`src/rtl/mat_inst_loader.sv`:
```
// mat_inst_loader: streams a host program into mat_control's instruction
// memory from address 0, releases the controller from reset once the full
// program is written, and supervises the run until done or timeout.
module mat_inst_loader #(
  parameter int INST_WIDTH    = 32,
  parameter int INST_MEM_SIZE = 256,
  parameter int RUN_TIMEOUT   = 4096,
  parameter int ADDR_SIZE     = $clog2(INST_MEM_SIZE)
) (
  input  logic                  clock,
  input  logic                  reset_n,
  input  logic                  in_valid,
  output logic                  in_ready,
  input  logic [INST_WIDTH-1:0] in_data,
  input  logic                  in_last,
  output logic                  mem_write_en,
  output logic [ADDR_SIZE-1:0]  mem_write_addr,
  output logic [INST_WIDTH-1:0] mem_write_data,
  output logic                  ctrl_reset,
  input  logic                  ctrl_done,
  output logic                  busy,
  output logic                  run_done,
  output logic [31:0]           run_cycles,
  output logic [ADDR_SIZE:0]    inst_count,
  output logic                  err_overflow,
  output logic                  err_timeout
);

  localparam logic [2:0] S_IDLE    = 3'd0;
  localparam logic [2:0] S_LOAD    = 3'd1;
  localparam logic [2:0] S_DRAIN   = 3'd2;
  localparam logic [2:0] S_RELEASE = 3'd3;
  localparam logic [2:0] S_RUN     = 3'd4;
  localparam logic [2:0] S_DONE    = 3'd5;

  localparam logic [ADDR_SIZE:0] LP_FULL    = (ADDR_SIZE+1)'(INST_MEM_SIZE);
  localparam logic [31:0]        LP_TIMEOUT = 32'(RUN_TIMEOUT);

  logic [2:0]            r_state;
  logic [2:0]            w_next;
  logic                  w_beat;
  logic                  w_full;
  logic [31:0]           w_run_next;
  logic                  w_timeout;
  logic [31:0]           r_run_ctr;
  logic                  r_mem_write_en;
  logic [ADDR_SIZE-1:0]  r_mem_write_addr;
  logic [INST_WIDTH-1:0] r_mem_write_data;
  logic                  r_ctrl_reset;
  logic                  r_busy;
  logic                  r_run_done;
  logic [31:0]           r_run_cycles;
  logic [ADDR_SIZE:0]    r_inst_count;
  logic                  r_err_overflow;
  logic                  r_err_timeout;

  // Host may push words only while a program is being received or discarded.
  assign in_ready   = (r_state == S_IDLE) || (r_state == S_LOAD) || (r_state == S_DRAIN);
  assign w_beat     = in_valid & in_ready;
  assign w_full     = (r_inst_count == LP_FULL);
  assign w_run_next = r_run_ctr + 32'd1;
  assign w_timeout  = (w_run_next == LP_TIMEOUT);

  // Next-state decode of the load/run sequencer.
  always_comb begin
    w_next = r_state;
    case (r_state)
      S_IDLE:    if (w_beat) w_next = in_last ? S_RELEASE : S_LOAD;
      S_LOAD: begin
        if (w_beat) begin
          if (w_full)       w_next = in_last ? S_IDLE : S_DRAIN;
          else if (in_last) w_next = S_RELEASE;
        end
      end
      S_DRAIN:   if (w_beat && in_last) w_next = S_IDLE;
      S_RELEASE: w_next = S_RUN;
      S_RUN: begin
        if (ctrl_done)      w_next = S_DONE;
        else if (w_timeout) w_next = S_IDLE;
      end
      S_DONE:    w_next = S_IDLE;
      default:   w_next = S_IDLE;
    endcase
  end

  // Registered state, memory write port, controller reset and status outputs.
  always_ff @(posedge clock or negedge reset_n) begin
    if (!reset_n) begin
      r_state          <= S_IDLE;
      r_run_ctr        <= '0;
      r_mem_write_en   <= 1'b0;
      r_mem_write_addr <= '0;
      r_mem_write_data <= '0;
      r_ctrl_reset     <= 1'b1;
      r_busy           <= 1'b0;
      r_run_done       <= 1'b0;
      r_run_cycles     <= '0;
      r_inst_count     <= '0;
      r_err_overflow   <= 1'b0;
      r_err_timeout    <= 1'b0;
    end else begin
      r_state        <= w_next;
      r_busy         <= (w_next != S_IDLE);
      r_mem_write_en <= 1'b0;
      r_run_done     <= 1'b0;
      case (r_state)
        S_IDLE: begin
          if (w_beat) begin
            r_err_overflow   <= 1'b0;
            r_err_timeout    <= 1'b0;
            r_mem_write_en   <= 1'b1;
            r_mem_write_addr <= '0;
            r_mem_write_data <= in_data;
            r_inst_count     <= (ADDR_SIZE+1)'(1);
          end
        end
        S_LOAD: begin
          if (w_beat) begin
            // A word beyond the memory depth is dropped and flagged.
            if (w_full) begin
              r_err_overflow <= 1'b1;
            end else begin
              r_mem_write_en   <= 1'b1;
              r_mem_write_addr <= r_inst_count[ADDR_SIZE-1:0];
              r_mem_write_data <= in_data;
              r_inst_count     <= r_inst_count + 1'b1;
            end
          end
        end
        S_RELEASE: r_run_ctr <= '0;
        S_RUN: begin
          // ctrl_reset drops one cycle after RUN entry so the final write lands first.
          r_run_ctr    <= w_run_next;
          r_ctrl_reset <= 1'b0;
          if (ctrl_done) begin
            r_run_cycles <= w_run_next;
            r_run_done   <= 1'b1;
            r_ctrl_reset <= 1'b1;
          end else if (w_timeout) begin
            r_err_timeout <= 1'b1;
            r_ctrl_reset  <= 1'b1;
          end
        end
        default: ;
      endcase
    end
  end

  assign mem_write_en   = r_mem_write_en;
  assign mem_write_addr = r_mem_write_addr;
  assign mem_write_data = r_mem_write_data;
  assign ctrl_reset     = r_ctrl_reset;
  assign busy           = r_busy;
  assign run_done       = r_run_done;
  assign run_cycles     = r_run_cycles;
  assign inst_count     = r_inst_count;
  assign err_overflow   = r_err_overflow;
  assign err_timeout    = r_err_timeout;

endmodule

```
`config.mk`:
```
export PLATFORM = sky130hd
export DESIGN_NAME = mat_inst_loader
export DESIGN_NICKNAME = d
export VERILOG_FILES = /design/src/rtl/mat_inst_loader.sv
export SDC_FILE = /design/constraint.sdc
export NUM_CORES = 1
export LEC_CHECK = 0
export BUFFER_PORTS_ARGS = -buffer_cell sky130_fd_sc_hd__buf_2
export CORE_MARGIN = 10
export CORE_UTILIZATION = 25
export CTS_CLUSTER_SIZE = 28
export DETAILED_ROUTE_END_ITERATION = 10
export GPL_TIMING_DRIVEN = 0
export PLACE_DENSITY_LB_ADDON = 0.25
export SLEW_MARGIN = 20
export SYNTH_ARGS = -nofsm -noshare
export SYNTH_HDL_FRONTEND = slang
export SYNTH_SLANG_ARGS = --single-unit
```
`constraint.sdc`:
```
create_clock -name clock -period 3.5 [get_ports clock]
set_clock_uncertainty 0.15 [all_clocks]
set_input_delay 0.175 -clock clock [delete_from_list [all_inputs] [get_ports clock]]
set_output_delay 0.175 -clock clock [all_outputs]
set_load 0.01 [all_outputs]
```
==> results.ini <==
[global_routing]
globalRouteOverflowTotal=0
grt_pass1_vias=5594
grt_pass1_wl_um=31800
groute.usage.overall=0.129
antenna_found_initial=1
grt_max_degree=94

[logic_synthesis]
synth_edf_count=0
synth_area_um2=6090
synth_area_leaders=dfrtp_1 (50%), nand2_1 (11%), o21ai_0 (6.1%)
async_reset_ff_frac=1.00
yosysWarnings=0
yosysMostFrequentCell=nand2_1
synth_top_area_share=0.497
ys.flop_type=dfrtp_1
syn_avg_cell_area_um2=9.14
yosys-top-cells-count=nand2_1 (173), dfrtp_1 (121), o21ai_0 (74)
ys_types=75
ys_ff_latch=122
yosysSeqAreaShare=0.502
synth_cells=666
yosysTopAreaCell=dfrtp_1
synth.net_count=707

[routing]
vias=5440
via_per_inst=4.61
drtIter0Drc=452
wl_per_cell_um=16.9
drc=0
wl_um=20000
ant_nets=0
drtPass1Iterations=4

[floorplanning]
start_util=0.253
core_area_um2=24100
rows=57
die_area_um2=31000
dieHeight_um=176
ios=125
die_w_um=176

[pwr]
p_leak_nw=3.84
p_per_area_nw_per_um2=659
irDropWorstVdd_mv=0.285

[clock_network]
cts.clk_slew.worst_paths_ps=60
clock-sinks=122
clock_path_buffers=2
numCtsBuffers=17
cts_setup_buffers=0
cts-root-buf=clkbuf_16
cts_tree=done
htreeDepth=4
clock_latency_ps=420

[cells_and_area]
regArea_um2=3060
num-nets-final=885
stdcell_count=1181
antennaDiodeCount=0
fillCellCount=2519
drive_gt1_frac=0.242
multi_input_area_um2=2750
syn_to_final_growth_pct=34.0
final_area_um2=8160

[sta]
finalCritPeriodShare=0.967
maxSlewHeadroom=0.454
fmax_mhz=295
hold_viol=0
rsz0062_at_grt=false
timing.final.crit_period_ps=3390
setup_tns_ps=0
setup_violations=0
holdWs_ps=48.1
maxSlewViolCount=0
tightest_slew_ps=811
timing.final.ws_setup_ps=115

[worst_hold_path]
min_path_type=primary input to async pin

[job]
max-cap-violations=0

[worst_setup_path]
r2r_slack_ps=110
cp-start-kind=flop
r2r_end=ctrl_reset
crit_arrival_ps=3570
reg2regPathDepth=9
worstPathMaxFanout=10
cp-end-kind=flop
r2r_start=r_run_ctr[0]
cp.required_ps=3690
crit_type=flop to flop

[place]
place_congestion=0.833
dp_hpwl_um=14300
dp.cells=1115
placed_area_um2=7160
numPortBuffers=124
dp_slack_ps=-115

[status]
status=finished, final reports clean

-- repair_timing --
action | in CTS | in global routing
pin swaps | 0 | 0
hold buffers | 34 | 0
resized for setup | 3 | 3
setup endpoints to repair | 4 | 1
hold endpoints to repair | 154 | 0
-- worst max-delay path, stage by stage (launching register included) --
cell	delay (ps)
dfrtp_2	470
ha_1	170
buf_2	200
and3_1	230
nand3_2	170
or4b_2	750
xor2_2	240
nand4b_1	140
or4_1	560
o31ai_2	190
-- report_power, final --
group | total, W | internal, W | switching (W)
Sequential | 0.00190 | 0.00172 | 0.000186
Clock | 0.00192 | 0.00121 | 0.000704
Combinational | 0.00155 | 0.000539 | 0.00102
Total | 0.00538 | 0.00347 | 0.00191
-- area by class of cell --
type                    count  share of cell area
inverters                   9             0.00414
flip-flops and latches    122               0.375
repair buffers            159               0.122
clock buffers              18              0.0538
well taps                 324              0.0497
multi-input cells         485               0.337
plain buffers              50              0.0350
clock inverters            14              0.0238
-- through the flow --
| stage | total power [W] | utilization |
|---|---|---|
| 2_1_floorplan | 0.00276 | - |
| 3_3_place_gp | 0.00345 | 0.295 |
| 3_5_place_dp | 0.00348 | 0.297 |
| 4_1_cts | 0.00544 | 0.338 |
| 5_1_grt | 0.00571 | 0.338 |
| 6_report | 0.00538 | 0.338 |
-- how the worst max path moves through the flow --
stage	start	endpoint	slack [ps]	cells after the start
after floorplan	r_run_ctr[0]	ctrl_reset	450	9
after global placement	r_run_ctr[0]	busy	-90	9
after detailed placement	r_run_ctr[0]	busy	-110	9
after CTS	r_run_ctr[1]	ctrl_reset	30	9
after global routing	r_run_ctr[0]	ctrl_reset	30	9
final	r_run_ctr[0]	ctrl_reset	110	9
-- state kept, by name, summed over array words and instances (netlist names) --
register	cells
ctrl_reset	1
mem_write_data	32
r_run_ctr	32
busy	1
run_cycles	32
err_timeout	1
err_overflow	1
r_state	3
inst_count	9
mem_write_en	1
mem_write_addr	8
run_done	1
-- per-layer routing --
metal | vias to the layer above | track usage | routed length [µm]
met5 | - | 0 | 13
met4 | 2 | 0.0339 | 306
met3 | 22 | 0.0399 | 1220
met2 | 148 | 0.206 | 9120
met1 | 2605 | 0.165 | 9320
li1 | 2663 | - | -
-- kinds of logic after synthesis --
kind of cell / after synthesis / share of synthesized area
adder cells (fa/ha/maj): 4 / 0.00822
buffers and inverters: 59 / 0.0524
multiplexers: 2 / 0.00349
flip-flops: 122 / 0.502
AND/OR/NAND/NOR: 311 / 0.249
XOR/XNOR: 35 / 0.0503
AO/OA/AOI/OAI: 133 / 0.135
-- cells in the final DEF (no fill, tap or decap), types with 3 or more instances in the layout --
cell,Yosys,final
nor2_1,40,40
a21oi_1,9,9
dlygate4sd3_1,0,34
nor3_1,5,4
clkbuf_16,0,17
and3_1,13,13
xor2_1,18,17
nor4_1,6,4
nand2_1,173,173
buf_1,3,3
dfrtp_1,121,119
clkinvlp_4,0,5
inv_1,7,7
buf_6,6,6
o31ai_1,14,14
clkbuf_1,26,26
and4_2,3,3
o21ai_0,74,74
nand4b_1,4,4
nand3_1,9,8
a31oi_1,5,5
a21o_1,3,3
buf_2,7,130
and2_1,8,8
nor3b_1,3,3
xnor2_1,17,17
nand4_1,18,18
a22o_1,8,8
a311oi_1,3,3
and4_1,4,4
o211ai_1,3,3
ha_1,4,4
bufinv_16,0,4
(Power assumes the default switching activity.)
